`config.mk`:
```
export PLATFORM = sky130hd
export DESIGN_NAME = depthwise_weight_loader
export DESIGN_NICKNAME = d
export VERILOG_FILES = /design/src/rtl/depthwise_weight_loader.sv
export SDC_FILE = /design/constraint.sdc
export NUM_CORES = 1
export LEC_CHECK = 0
export ABC_AREA = 1
export BUFFER_PORTS_ARGS = -buffer_cell sky130_fd_sc_hd__buf_2
export CORE_ASPECT_RATIO = 2
export CORE_MARGIN = 8
export CORE_UTILIZATION = 50
export DETAILED_ROUTE_END_ITERATION = 12
export GPL_ROUTABILITY_DRIVEN = 0
export PLACE_DENSITY = 0.76
export SLEW_MARGIN = 20
export SYNTH_ARGS = -nofsm -noshare
export SYNTH_HDL_FRONTEND = slang
export SYNTH_SLANG_ARGS = --single-unit
```
`constraint.sdc`:
```
create_clock -name clk -period 1.3 [get_ports clk]
set_clock_uncertainty 0.1 [all_clocks]
set_input_delay 0.26 -clock clk [delete_from_list [all_inputs] [get_ports clk]]
set_output_delay 0.26 -clock clk [all_outputs]
set_load 0.1 [all_outputs]
```
`src/rtl/depthwise_weight_loader.sv`:
```
`default_nettype none
// ============================================================================
//  Module   : depthwise_weight_loader
//  Purpose  : Upstream feeder for the depthwise 3x3 kernel register bank.
//             Accepts packed weight words over a valid/ready stream and
//             unpacks each word into single-weight writes. Write addresses
//             run sequentially from 0 to CHANNELS*9-1 (channel-major, nine
//             taps per channel). Completion and length errors are reported
//             to the layer controller.
//  Ports    : clk, reset     - clock, synchronous active-high reset
//             start          - one-cycle pulse, begins a full kernel load
//             s_valid/s_ready/s_data/s_last - packed weight stream (lane 0
//                              in s_data[DATA_W-1:0] is written first)
//             wr_en/wr_addr/wr_data - kernel bank write port
//             busy           - load in progress
//             done           - one-cycle completion pulse
//             err_len        - sticky s_last/length mismatch flag, cleared by
//                              the next accepted start
//  Revision : 1.0 - initial release
// ============================================================================
module depthwise_weight_loader #(
    parameter int DATA_W   = 8,
    parameter int CHANNELS = 32,
    parameter int BUS_W    = 32,
    localparam int ADDR_W  = $clog2(CHANNELS * 9)
) (
    input  logic                     clk,
    input  logic                     reset,
    input  logic                     start,
    input  logic                     s_valid,
    output logic                     s_ready,
    input  logic [BUS_W-1:0]         s_data,
    input  logic                     s_last,
    output logic                     wr_en,
    output logic [ADDR_W-1:0]        wr_addr,
    output logic signed [DATA_W-1:0] wr_data,
    output logic                     busy,
    output logic                     done,
    output logic                     err_len
);

    localparam int LANES  = BUS_W / DATA_W;
    localparam int TOTAL  = CHANNELS * 9;
    localparam int NWORDS = (TOTAL + LANES - 1) / LANES;
    localparam int TAIL   = TOTAL - (NWORDS - 1) * LANES;
    localparam int LANE_W = (LANES > 1) ? $clog2(LANES) : 1;
    localparam int WORD_W = (NWORDS > 1) ? $clog2(NWORDS) : 1;

    localparam logic [LANE_W-1:0] c_lane_full  = LANE_W'(LANES - 1);
    localparam logic [LANE_W-1:0] c_lane_tail  = LANE_W'(TAIL - 1);
    localparam logic [WORD_W-1:0] c_word_final = WORD_W'(NWORDS - 1);

    localparam logic [1:0] c_st_idle   = 2'd0;
    localparam logic [1:0] c_st_wait   = 2'd1;
    localparam logic [1:0] c_st_unpack = 2'd2;
    localparam logic [1:0] c_st_finish = 2'd3;

    logic [1:0]               r_state;
    logic                     r_s_ready;
    logic                     r_wr_en;
    logic [ADDR_W-1:0]        r_wr_addr;
    logic signed [DATA_W-1:0] r_wr_data;
    logic                     r_busy;
    logic                     r_done;
    logic                     r_err_len;

    logic [ADDR_W-1:0]        r_wcnt;       // next weight address
    logic [WORD_W-1:0]        r_word;       // index of the current word
    logic [LANE_W-1:0]        r_lane;       // lane being written
    logic [LANE_W-1:0]        r_lane_last;  // last lane to write in this word
    logic [BUS_W-1:0]         r_data;       // latched word, shifted per lane
    logic                     r_last;       // latched s_last
    logic                     r_final;      // current word is word NWORDS-1

    logic                     w_word_is_final;

    assign w_word_is_final = (r_word == c_word_final);

    always_ff @(posedge clk) begin
        if (reset) begin
            r_state     <= c_st_idle;
            r_s_ready   <= 1'b0;
            r_wr_en     <= 1'b0;
            r_wr_addr   <= '0;
            r_wr_data   <= '0;
            r_busy      <= 1'b0;
            r_done      <= 1'b0;
            r_err_len   <= 1'b0;
            r_wcnt      <= '0;
            r_word      <= '0;
            r_lane      <= '0;
            r_lane_last <= '0;
            r_data      <= '0;
            r_last      <= 1'b0;
            r_final     <= 1'b0;
        end else begin
            r_done  <= 1'b0;
            r_wr_en <= 1'b0;
            case (r_state)
                c_st_idle: begin
                    // r_done is high in the cycle right after FINISH; a start
                    // coinciding with that pulse is deliberately ignored.
                    if (start && !r_done) begin
                        r_state   <= c_st_wait;
                        r_busy    <= 1'b1;
                        r_s_ready <= 1'b1;
                        r_wcnt    <= '0;
                        r_word    <= '0;
                        r_err_len <= 1'b0;
                    end
                end
                c_st_wait: begin
                    if (s_valid && r_s_ready) begin
                        r_data      <= s_data;
                        r_last      <= s_last;
                        r_final     <= w_word_is_final;
                        r_lane      <= '0;
                        r_lane_last <= w_word_is_final ? c_lane_tail : c_lane_full;
                        r_s_ready   <= 1'b0;
                        r_state     <= c_st_unpack;
                        // Early s_last, or a missing s_last on the final word.
                        if (s_last != w_word_is_final) begin
                            r_err_len <= 1'b1;
                        end
                    end
                end
                c_st_unpack: begin
                    r_wr_en   <= 1'b1;
                    r_wr_addr <= r_wcnt;
                    r_wr_data <= r_data[DATA_W-1:0];
                    r_data    <= r_data >> DATA_W;
                    r_wcnt    <= r_wcnt + ADDR_W'(1);
                    r_lane    <= r_lane + LANE_W'(1);
                    if (r_lane == r_lane_last) begin
                        if (r_final || r_last) begin
                            r_state <= c_st_finish;
                        end else begin
                            r_word    <= r_word + WORD_W'(1);
                            r_s_ready <= 1'b1;
                            r_state   <= c_st_wait;
                        end
                    end
                end
                c_st_finish: begin
                    r_done  <= 1'b1;
                    r_busy  <= 1'b0;
                    r_state <= c_st_idle;
                end
                default: begin
                    r_state <= c_st_idle;
                end
            endcase
        end
    end

    assign s_ready = r_s_ready;
    assign wr_en   = r_wr_en;
    assign wr_addr = r_wr_addr;
    assign wr_data = r_wr_data;
    assign busy    = r_busy;
    assign done    = r_done;
    assign err_len = r_err_len;

endmodule
`default_nettype wire

```
==> results.toml <==
[setup_path]
crit_arrival_ns = 1.56
cpMaxStageDelayCell = "dfxtp_4"
max_stage_delay_ns = 0.38
cp.required_ns = 1.43
crit_chain = "inv_2 > nor2_4 > inv_4 > nand2_8 > bufbuf_16 > a31oi_1"
start_kind = "flop"
end_kind = "flop"
cp_max_fo = 17
worst-path-buf-inv = 3
crit_type = "flop to flop"
critPathTopFamily = "buffers and inverters"

[placed_design]
io_buffers = 58
place.detailed.hpwl_mm = 6.30
dpl.cell_count = 596
dp_slack_ns = -0.138

[timing]
rsz0062_at_grt = "yes"
fin_tns_setup_ns = -5.25
worst_pin_slew_ns = 0.267
fin_crit_sh_pct = 110
finalSetupViolCount = 61
hold_violations = 0
maxSlewViolCount = 0
fmax_ghz = 0.699
setup_ws_ns = -0.131
max-slew-margin-rel_pct = 82.2
finalCriticalPeriod_ns = 1.43
holdWs_ns = 0.0611

[global_route]
overflow = 0
grt_antenna_before_repair = 0
grt_pass1_wl_mm = 14.4
grt_start_max_net_pins = 22
grt_pass1_vias = 3320
gr-usage-all-layers_pct = 19.6

[final_layout]
layout_common_cells = "nand2_1 (105), dfxtp_1 (52), nor2_1 (48)"
final_util_pct = 73.8
final_common_cell = "nand2_1"
layout.nets = 564
syn_to_final_growth_pct = 43.3
drive_above_1_share_pct = 31.7
final_cell_count_no_fill = 616
n_antenna_cell = 0

[detailed_routing]
drt-initial-drc-count = 309
wl_met2_mm = 4.90
wl_met3_um = 433
route.vias.total = 3279
routed.top_layer = "met4"
first_pass_iters = 4
wl_per_cell_um = 14.4
drc_errors = 0
drt-total-wl_mm = 8.87
viasPerCell = 5.32
antenna_left = 0
wl_met1_mm = 3.17

[die]
die_area_mm2 = 0.00949
rows = 41
core_mm2 = 0.00631
die-height_um = 130
die_w_um = 73.0
start_util_pct = 51.5
ios = 59

[hold_path]
min_path_type = "primary input to flop"

[yosys]
yosys_most_used_dff = "dfxtp_1"
async_flop_share_pct = 0
yosysWarningCount = 0
avgSynthCellArea_um2 = 7.37
synth.yosys.seq_area_share_pct = 47.4
ys_seq_elements = 77
synth_area_mm2 = 0.00325
yosysUniqueCellTypes = 28
synth_edf_count = 0
netlist_instances = 441
synth_nets = 480

[power]
peakVddDrop_mv = 1.62
powerDensity_mw_per_mm2 = 2610
leakagePower_nw = 1.96

[clocking]
cts_sinks = 77
cts_buffers = 9
cts_tree = "built"
clock_latency_ns = 0.34
cts-root-buf = "clkbuf_16"
clk_pin_slew_ns = 0.06
cts-htree-levels = 3
cts.path.max_buffers = 2

[outcome]
violations = "setup timing"
status = "complete, but fails checks"

[flow_run]
drv_cap = 0
==> cells by family after synthesis <==
group / synth area share, %
compound gates: 18.2
buf+inv: 7.78
simple gates: 25.8
flops: 47.4
fa+ha+maj: 0.770
==> cell type report <==
| type | count | area [µm²] |
|---|---|---|
| repair buffers | 95 | 988 |
| clock inverters | 6 | 68.8 |
| multi-input cells | 310 | 1540 |
| inverters | 32 | 133 |
| fillers | 480 | 1650 |
| well taps | 86 | 108 |
| clock buffers | 10 | 239 |
| flip-flops and latches | 77 | 1580 |
==> worst register-to-register path: stages, from the launching register on <==
cell and delay [ns]:
dfxtp_4 0.38, inv_2 0.06, nor2_4 0.19, inv_4 0.11, nand2_8 0.11, bufbuf_16 0.29
a31oi_1 0.08
==> repair_timing <==
item / CTS / global route
gates cloned: 1 / 0
buffers inserted: 3 / 0
hold buffers: 0 / 0
setup endpoints to repair: 63 / 73
hold endpoints to repair: 0 / 0
resized for setup: 14 / 17
pin swaps: 3 / 4
==> worst paths after layout <==
path | slack [ns] | start | cells past startpoint | endpoint
worst max register to register | -0.13 | r_state[1]$_SDFFE_PP0P_ | 6 | r_data[0]$_SDFFE_PP0P_
worst min-delay path | 0.06 | s_data[24] | 3 | r_data[24]$_SDFFE_PP0P_
worst max-delay path | -0.13 | r_state[1]$_SDFFE_PP0P_ | 6 | r_data[0]$_SDFFE_PP0P_
worst min register to register | 0.36 | r_data[29]$_SDFFE_PP0P_ | 2 | r_data[29]$_SDFFE_PP0P_
==> per-stage QoR <==
stage	power, mW	cell area [µm²]
after floorplan	7.09	3300
after global placement	9.01	4190
after detailed placement	9.15	4190
after CTS	12.0	4600
after global routing	12.7	4660
final	12.1	4660
==> Yosys cell counts, types with 4 or more instances <==
master,number,area (µm²)
dfxtp_1,77,1540
clkbuf_1,7,26.3
nor3_1,4,20.0
nand3_1,18,90.1
buf_2,8,40.0
a31oi_1,24,150
a21oi_1,33,165
o21ai_1,6,30.0
inv_2,4,15.0
o21ai_0,45,225
nand4_1,4,25.0
nor2_1,52,195
inv_1,25,93.8
nand2_1,110,413
buf_6,4,45.0
==> power breakdown <==
part | total, mW | switching (mW) | internal, mW
Sequential | 3.62 | 0.518 | 3.11
Combinational | 5.95 | 3.65 | 2.30
Clock | 2.56 | 1.01 | 1.55
==> registers in the layout, summed over array words and instances, names as in the netlist, 2 cells and up <==
signal   flops
r_state      2
r_word       7
r_data      32
wr_addr      9
r_wcnt       9
wr_data      8
r_lane       2
==> per-layer routing <==
layer	GRT usage [%]	vias to the layer above
met5	0	-
met4	15.7	0
li1	-	1631
met1	17.7	1527
met2	34.4	93
met3	6.15	28
No activity file was read; power rests on OpenSTA's default activity.
